File: src/rtl/uart_tx_engine.sv
// UART transmitter: baud divider, oversample counter, shift register and
// framing FSM; per-frame data length, parity and stop-bit selection.
module uart_tx_engine #(
  parameter int DATA_MAX   = 9,
  parameter int OVERSAMPLE = 16,
  parameter int DIV_W      = 16
) (
  input  logic                clk,
  input  logic                rst,
  input  logic [DATA_MAX-1:0] tx_data,
  input  logic                tx_valid,
  output logic                tx_ready,
  input  logic [3:0]          data_len,
  input  logic [1:0]          parity_mode,
  input  logic                stop2,
  input  logic [DIV_W-1:0]    baud_div,
  output logic                txd,
  output logic                busy,
  output logic                done
);

  localparam int SW = $clog2(OVERSAMPLE);
  localparam logic [3:0] LEN_MIN = 4'd5;
  localparam logic [3:0] LEN_MAX = 4'(DATA_MAX);
  localparam logic [SW-1:0] SAMP_LAST = SW'(OVERSAMPLE - 1);

  typedef enum logic [2:0] {
    IDLE,
    START,
    DATA,
    PARITY,
    STOP
  } state_t;

  state_t              state_q, state_d;
  logic [DIV_W-1:0]    div_cnt_q, div_cnt_d;
  logic [DIV_W-1:0]    baud_q, baud_d;
  logic [SW-1:0]       sample_cnt_q, sample_cnt_d;
  logic [3:0]          bit_cnt_q, bit_cnt_d;
  logic [3:0]          len_q, len_d;
  logic [DATA_MAX-1:0] shift_q, shift_d;
  logic                par_en_q, par_en_d;
  logic                par_bit_q, par_bit_d;
  logic                stop2_q, stop2_d;
  logic                stop_cnt_q, stop_cnt_d;
  logic                txd_q, txd_d;

  logic                tick;
  logic                bit_end;
  logic                last_stop;
  logic                accept;
  logic [3:0]          len_in;
  logic [DATA_MAX-1:0] data_in;
  logic                par_in;
  logic                par_en_in;

  assign tick      = (div_cnt_q == baud_q);
  assign bit_end   = tick && (sample_cnt_q == SAMP_LAST);
  assign last_stop = (state_q == STOP) && bit_end &&
                     (!stop2_q || stop_cnt_q);
  assign tx_ready  = (state_q == IDLE) || last_stop;
  assign accept    = tx_valid && tx_ready;
  assign busy      = (state_q != IDLE);
  assign done      = last_stop;
  assign txd       = txd_q;

  // Frame config as it will be latched on acceptance
  always_comb begin
    len_in = data_len;
    if (data_len < LEN_MIN) begin
      len_in = LEN_MIN;
    end else if (data_len > LEN_MAX) begin
      len_in = LEN_MAX;
    end
    data_in = '0;
    for (int i = 0; i < DATA_MAX; i++) begin
      data_in[i] = tx_data[i] & (4'(i) < len_in);
    end
    par_in    = (^data_in) ^ (parity_mode == 2'b10);
    par_en_in = (parity_mode == 2'b01) ||
                (parity_mode == 2'b10);
  end

  always_comb begin
    state_d      = state_q;
    div_cnt_d    = div_cnt_q;
    baud_d       = baud_q;
    sample_cnt_d = sample_cnt_q;
    bit_cnt_d    = bit_cnt_q;
    len_d        = len_q;
    shift_d      = shift_q;
    par_en_d     = par_en_q;
    par_bit_d    = par_bit_q;
    stop2_d      = stop2_q;
    stop_cnt_d   = stop_cnt_q;
    txd_d        = 1'b1;

    if (state_q != IDLE) begin
      if (tick) begin
        div_cnt_d = '0;
        if (sample_cnt_q == SAMP_LAST) begin
          sample_cnt_d = '0;
        end else begin
          sample_cnt_d = sample_cnt_q + SW'(1);
        end
      end else begin
        div_cnt_d = div_cnt_q + DIV_W'(1);
      end
    end

    unique case (state_q)
      IDLE: begin
      end
      START: begin
        if (bit_end) begin
          state_d   = DATA;
          bit_cnt_d = '0;
        end
      end
      DATA: begin
        if (bit_end) begin
          shift_d = shift_q >> 1;
          if (bit_cnt_q == len_q - 4'(1)) begin
            state_d    = par_en_q ? PARITY : STOP;
            stop_cnt_d = 1'b0;
          end else begin
            bit_cnt_d = bit_cnt_q + 4'(1);
          end
        end
      end
      PARITY: begin
        if (bit_end) begin
          state_d    = STOP;
          stop_cnt_d = 1'b0;
        end
      end
      STOP: begin
        if (bit_end) begin
          if (stop2_q && !stop_cnt_q) begin
            stop_cnt_d = 1'b1;
          end else begin
            state_d = IDLE;
          end
        end
      end
      default: state_d = IDLE;
    endcase

    // Acceptance overrides the STOP exit for back-to-back frames
    if (accept) begin
      state_d      = START;
      div_cnt_d    = '0;
      sample_cnt_d = '0;
      bit_cnt_d    = '0;
      stop_cnt_d   = 1'b0;
      baud_d       = baud_div;
      len_d        = len_in;
      shift_d      = data_in;
      par_en_d     = par_en_in;
      par_bit_d    = par_in;
      stop2_d      = stop2;
    end

    unique case (state_d)
      START:   txd_d = 1'b0;
      DATA:    txd_d = shift_d[0];
      PARITY:  txd_d = par_bit_d;
      default: txd_d = 1'b1;
    endcase
  end

  always_ff @(posedge clk or posedge rst) begin
    if (rst) begin
      state_q      <= IDLE;
      div_cnt_q    <= '0;
      baud_q       <= '0;
      sample_cnt_q <= '0;
      bit_cnt_q    <= '0;
      len_q        <= '0;
      shift_q      <= '0;
      par_en_q     <= 1'b0;
      par_bit_q    <= 1'b0;
      stop2_q      <= 1'b0;
      stop_cnt_q   <= 1'b0;
      txd_q        <= 1'b1;
    end else begin
      state_q      <= state_d;
      div_cnt_q    <= div_cnt_d;
      baud_q       <= baud_d;
      sample_cnt_q <= sample_cnt_d;
      bit_cnt_q    <= bit_cnt_d;
      len_q        <= len_d;
      shift_q      <= shift_d;
      par_en_q     <= par_en_d;
      par_bit_q    <= par_bit_d;
      stop2_q      <= stop2_d;
      stop_cnt_q   <= stop_cnt_d;
      txd_q        <= txd_d;
    end
  end

endmodule

File: config.mk
export PLATFORM = sky130hd
export DESIGN_NAME = uart_tx_engine
export DESIGN_NICKNAME = d
export VERILOG_FILES = /design/src/rtl/uart_tx_engine.sv
export SDC_FILE = /design/constraint.sdc
export NUM_CORES = 1
export LEC_CHECK = 0
export ABC_AREA = 1
export CORE_ASPECT_RATIO = 0.8
export CORE_MARGIN = 5
export CORE_UTILIZATION = 32
export CTS_CLUSTER_SIZE = 12
export DETAILED_ROUTE_END_ITERATION = 10
export GPL_TIMING_DRIVEN = 0
export SLEW_MARGIN = 15
export SYNTH_ARGS = -nofsm -noshare
export SYNTH_HDL_FRONTEND = slang
export SYNTH_SLANG_ARGS = --single-unit
export TNS_END_PERCENT = 50
File: constraint.sdc
create_clock -name clk -period 1.8 [get_ports clk]
set_input_delay 0.27 -clock clk [delete_from_list [all_inputs] [get_ports clk]]
set_output_delay 0.27 -clock clk [all_outputs]
set_load 0.02 [all_outputs]
==> Word-level counts from Yosys, hierarchy flattened <==
Index checks and enable logic that the tools add are counted.
Widths: inputs -> output; s select.
{ "classes": {"addsub": 4, "order_cmp": 11, "eq_ne": 19, "mux": 35, "n_bitwise": 10, "n_reduce_logical": 23} }
{ "ops": {"columns": ["cell", "n"], "rows": [
  ["$mux 16", 3],
  ["$mux 4", 10],
  ["$mux 9", 3],
  ["$mux 3", 8],
  ["$ne 3x3->1 const B", 6],
  ["$add 16x1->16 const B", 1],
  ["$eq 16x16->1", 1],
  ["$lt 3x4->1 const A", 4],
  ["$pmux 3 s5", 1],
  ["$eq 3x2->1 const B", 4],
  ["$and 1x1->1", 9],
  ["$reduce_xor 9->1", 1],
  ["$add 4x1->4 const B", 2],
  ["$lt 1x4->1 const A", 2],
  ["$lt 2x4->1 const A", 2],
  ["$pmux 4 s2", 1],
  ["$reduce_bool 2->1", 4],
  ["$mux 1", 7],
  ["$eq 3x1->1 const B", 2],
  ["$pmux 1 s3", 2],
  ["$reduce_and 6->1", 1],
  ["$reduce_bool 3->1", 2],
  ["$logic_and 1x1->1", 5],
  ["$eq 4x4->1", 1],
  ["16 further kinds", 20]
]} }
{ "word_totals": {"register_bits": 61, "output_inout_bits": 4, "elab_cells": 115} }

==> Logic depth before layout (Yosys ltp) <==
Gate-level depths: netlist (run 1).
{ "logic_depth": {"depth_word": 9, "mapped_depth": 17} }

==> Least setup slack after synthesis (run 1) <==
Ideal clock, no wire load.
{ "synth_timing": {"kind": "register to register", "startpoint": "reg div_cnt_q[13]", "endpoint": "reg div_cnt_q[2]", "setup_time_ns": 0.122, "t_arrival_ns": 1.679, "required_ns": 1.678, "path_slack_ns": -0.001, "path_stages_with_launch": 15, "path_buffers": 2, "cell_sequence": "dfrtp_1 buf_6 xnor2_1 nand2_1 nor2_1 nand2_1 nor2_2 nand4_4 nand2_4 nand2_4 nand2_4 nand2_4 inv_6 buf_12 nor2_2"} }
{ "synth_via": {"elab_chain_cells": 7, "word_cells_on_any_way": 10} }
{ "synth_rtl": {"columns": ["element", "line", "rtl"], "rows": [
  ["from (decl)", "36", "logic [DIV_W-1:0] div_cnt_q, div_cnt_d;"],
  ["from (signal assigned)", "188", "div_cnt_q <= div_cnt_d;"],
  ["$eq 16x16->1 (*)", "57", "assign tick = (div_cnt_q == baud_q);"],
  ["$logic_and 1x1->1 (*)", "58", "assign bit_end = tick && (sample_cnt_q == SAMP_LAST);"],
  ["$logic_and 1x1->1 (*) (2 in a row)", "59", "assign last_stop = (state_q == STOP) && bit_end &&"],
  ["$logic_or 1x1->1 (*)", "61", "assign tx_ready = (state_q == IDLE) || last_stop;"],
  ["via tx_ready", "12", "output logic tx_ready,"],
  ["$logic_and 1x1->1 (*)", "62", "assign accept = tx_valid && tx_ready;"],
  ["$mux 16 or $reduce_bool 2->1 (tied branches)", null, null]
]} }
Mark *: on every way through the listed nets, which the timed path passes. The rest lies on a longest branch. The select of a mux whose other input is x is not followed.
A chain may end at the register's enable or synchronous reset.

==> Worst setup path in the final report (run 1) <==
{ "layout_timing": {"startpoint": "reg div_cnt_q[10]", "endpoint": "reg shift_q[6]"} }
{ "layout_via": {"elab_chain_cells": 8, "word_cells_on_any_way": 10} }
{ "layout_rtl": {"columns": ["element", "line", "rtl"], "rows": [
  ["$eq 16x16->1 (*)", "57", null],
  ["$logic_and 1x1->1 (*)", "58", null],
  ["$logic_and 1x1->1 (2 in a row)", "59", null],
  ["$logic_or 1x1->1", "61", null],
  ["$logic_and 1x1->1", "62", null],
  ["$reduce_bool 2->1 (no source line)", null, null],
  ["$reduce_and 2->1 (no source line)", null, null],
  ["to (signal assigned)", "193", "shift_q <= shift_d;"],
  ["to (decl)", "41", "logic [DATA_MAX-1:0] shift_q, shift_d;"]
]} }
Mark *: on every way between the ends. The rest lies on a longest branch, timed or not.

==> results.py, run 1 <==
metrics = {
    "grt": {
        "grt_remaining_overflow": 0,
        "antenna_found_initial": 0,
        "grt_pass1_wl_mm": 15.4,
        "grt_max_degree": 44,
        "track_usage": 0.142,
        "grt_pass1_vias": 3226,
    },
    "sta": {
        "final_max_slew_viol_count": 0,
        "min_period_over_period": 1.17,
        "relSlewSlack": 0.751,
        "finalHoldViolCount": 0,
        "finClkSkew_ps": 6.78,
        "setup_ws_ps": -312,
        "holdWs_ps": 246,
        "setup-violations-final": 59,
        "period_needed_ps": 2110,
        "tightest_slew_ps": 370,
        "max_freq_ghz": 0.474,
        "rsz0062_at_grt": "true",
    },
    "synthesis": {
        "postSynth.asyncResetShare": 1.00,
        "syn-num-nets": 553,
        "syn_avg_cell_area_sq_um": 7.20,
        "ys_top_cells_by_area": "dfrtp_1 41%, nand2_1 19%, inv_1 7.4%",
        "yosys.area.top_type": "dfrtp_1",
        "synth_cell_types": 34,
        "syn_area_sq_um": 3690,
        "synth-warning-count": 0,
        "synth_seq_area_share": 0.414,
        "synth.top_cell.area_share": 0.407,
        "netlist_instances": 513,
        "synth_edf_count": 0,
        "ys_ff_latch": 61,
        "synth_ff_type": "dfrtp_1",
    },
    "clock_tree": {
        "cts-root-buf": "clkbuf_16",
        "hold_buffers": 0,
        "cts_max_path_buffers": 2,
        "cts_sinks": 61,
        "cts_tree": "done",
        "cts_max_level": 3,
        "clock_latency_ps": 330,
        "cts_buffers": 9,
        "clk_pin_slew_ps": 50,
    },
    "die": {
        "initial_utilization": 0.324,
        "coreArea_sq_um": 11400,
        "die_area_sq_um": 13800,
        "ios": 39,
        "rows": 35,
        "die_h_um": 106,
        "die_x_um": 130,
    },
    "outcome": {
        "violations": "setup timing",
        "status": "finished with violations",
    },
    "power_and_ir_drop": {
        "leakage_uw": 0.00252,
        "power_density_nw_per_um2": 702,
        "finalPower_uw": 3650,
        "irDropWorstVdd_v": 0.000337,
    },
    "cells_and_area": {
        "finalNonFillerCells": 740,
        "drive_above_1_share": 0.240,
        "utilization": 0.456,
        "layout_common_cells": "161 x nand2_1, 63 x inv_1, 57 x dfrtp_1, 34 x clkdlybuf4s50_1, 30 x nor2_1",
        "area_delta_synth_final_pct": 40.7,
        "diodes": 0,
        "final_common_cell": "nand2_1",
        "finalNetCount": 627,
    },
    "drt": {
        "vias_per_cell": 4.64,
        "firstDrtPassIters": 5,
        "drcViolationCount": 0,
        "vias": 3437,
        "wl_mm": 10.0,
        "wl_per_cell_um": 13.6,
        "drt-initial-drc-count": 177,
        "drtAntennaViolNets": 0,
    },
    "worst_setup_path": {
        "timing.rr.start": "div_cnt_q[10]$_DFFE_PP0P_",
        "path_buf_inv": 5,
        "r2r_cells": 15,
        "path_max_fanout": 7,
        "worstPathCellList": "inv_2, nand2_1, nand2_1, inv_1, nand2_1, nor2_1, nand2_1, nor2_4, nand4_4, buf_6, a21oi_4, buf_8, clkbuf_16, nand2_1, nand3_1",
        "r2r_slack_ps": -310,
        "critical-path-top-delay-family": "simple AND/OR/NAND/NOR gates",
        "setup.worst_path.start_class": "flip-flop",
        "cp_common_cell": "nand2_1",
        "crit_required_ps": 2060,
        "critPathMaxStageDelay_ps": 400,
        "worstSetupEndpointType": "flip-flop",
        "critPathArrivalTime_ps": 2380,
        "slowest_stage": "dfrtp_1",
        "r2r_end": "shift_q[6]$_DFFE_PP0P_",
        "critical_path_class": "flip-flop to flip-flop",
    },
    "placed_design": {
        "placed_cells": 700,
        "portBuffers": 38,
        "dp_hpwl_mm": 6.82,
        "finalWeightedCongestion": 0.797,
    },
    "job": {
        "cap_violations": 0,
    },
    "worst_hold_path": {
        "min_path_type": "primary input to async pin",
    },
}
==> metrics by stage <==
step	cell area, sq um	setup TNS, ps	worst slack (ps)
2_1_floorplan	3690	-2.68	-1.34
3_3_place_gp	4260	-84640	-1210
3_5_place_dp	4290	-14680	-545
4_1_cts	4740	-8280	-224
5_1_grt	5190	-20700	-450
6_report	5190	-11670	-312
==> logic make-up after synthesis <==
logic type                 Yosys count  share of synthesized area
xor gates and xnor gates            26                     0.0617
and+or+nand+nor                    281                      0.328
AOI/OAI and AO/OA                   51                     0.0766
buffers and inverters               89                      0.103
DFF                                 61                      0.414
adders and majority gates            5                     0.0169
==> cells in the mapped netlist, drive strengths merged (2+ instances only) <==
library cell / instances
xnor2: 9
or2: 2
a21oi: 9
xor2: 17
o21ai: 33
nand3b: 3
ha: 5
inv: 78
a31oi: 2
dfrtp: 60
buf: 9
nand4: 7
o22ai: 3
nor2: 47
o211ai: 2
nand3: 25
nor3: 6
nand2: 190
==> routing by layer <==
metal  GRT usage  wire, um  up-vias
met5           0         0        -
met2       0.211      4630       47
met1       0.203      4930     1633
met3      0.0357       302       11
li1            -         -     1746
met4      0.0430       177        0
==> power by group <==
group          switching [uW]  total [uW]  internal [uW]
Combinational             239         438            199
Sequential               43.2        1470           1420
Clock                     639        1740           1100
==> how the worst max path moves through the flow <==
| stage | from | end | slack, ps | cells past startpoint |
|---|---|---|---|---|
| CTS | baud_q[6]$_DFFE_PP0N_ | tx_ready | -220 | 8 |
| global placement | rst | shift_q[6]$_DFFE_PP0P_ | -1210 | 2 |
| detailed placement | tx_valid | div_cnt_q[15]$_DFFE_PP0P_ | -550 | 13 |
| global route | div_cnt_q[2]$_DFFE_PP0P_ | baud_q[15]$_DFFE_PP0N_ | -450 | 15 |
| floorplan | div_cnt_q[13]$_DFFE_PP0P_ | div_cnt_q[2]$_DFFE_PP0P_ | -1 | 14 |
| finish | div_cnt_q[10]$_DFFE_PP0P_ | shift_q[6]$_DFFE_PP0P_ | -310 | 15 |
==> cell type report <==
type,count,area [sq um]
Inverter,79,318
Timing Repair Buffer,64,702
Tap cell,148,185
Fill cell,1108,6190
Buffer,9,128
Clock buffer,10,239
Clock inverter,6,62.6
Multi-Input combinational cell,363,2030
Sequential cell,61,1530
==> repair_timing <==
action | 4_1_cts | 5_1_grt
pin swaps | 11 | 19
gates cloned | 1 | 4
gates resized for setup | 37 | 90
setup buffers | 8 | 12
endpoints found under the setup margin | 62 | 63
endpoints found under the hold margin | 0 | 0
==> flip-flops by register name, indices dropped and copies added, names as in the netlist <==
register,flops
stop2_q,1
state_q,3
baud_q,16
par_en_q,1
stop_cnt_q,1
sample_cnt_q,4
shift_q,9
par_bit_q,1
bit_cnt_q,4
len_q,4
txd,1
div_cnt_q,16
(Power assumes the default switching activity.)
==> inputs of run 2 (changes only) <==
Settings changed: CTS_CLUSTER_DIAMETER set to 60.
==> results of run 2 <==
Final layout, timing and power as in run 1 (identical DEF).
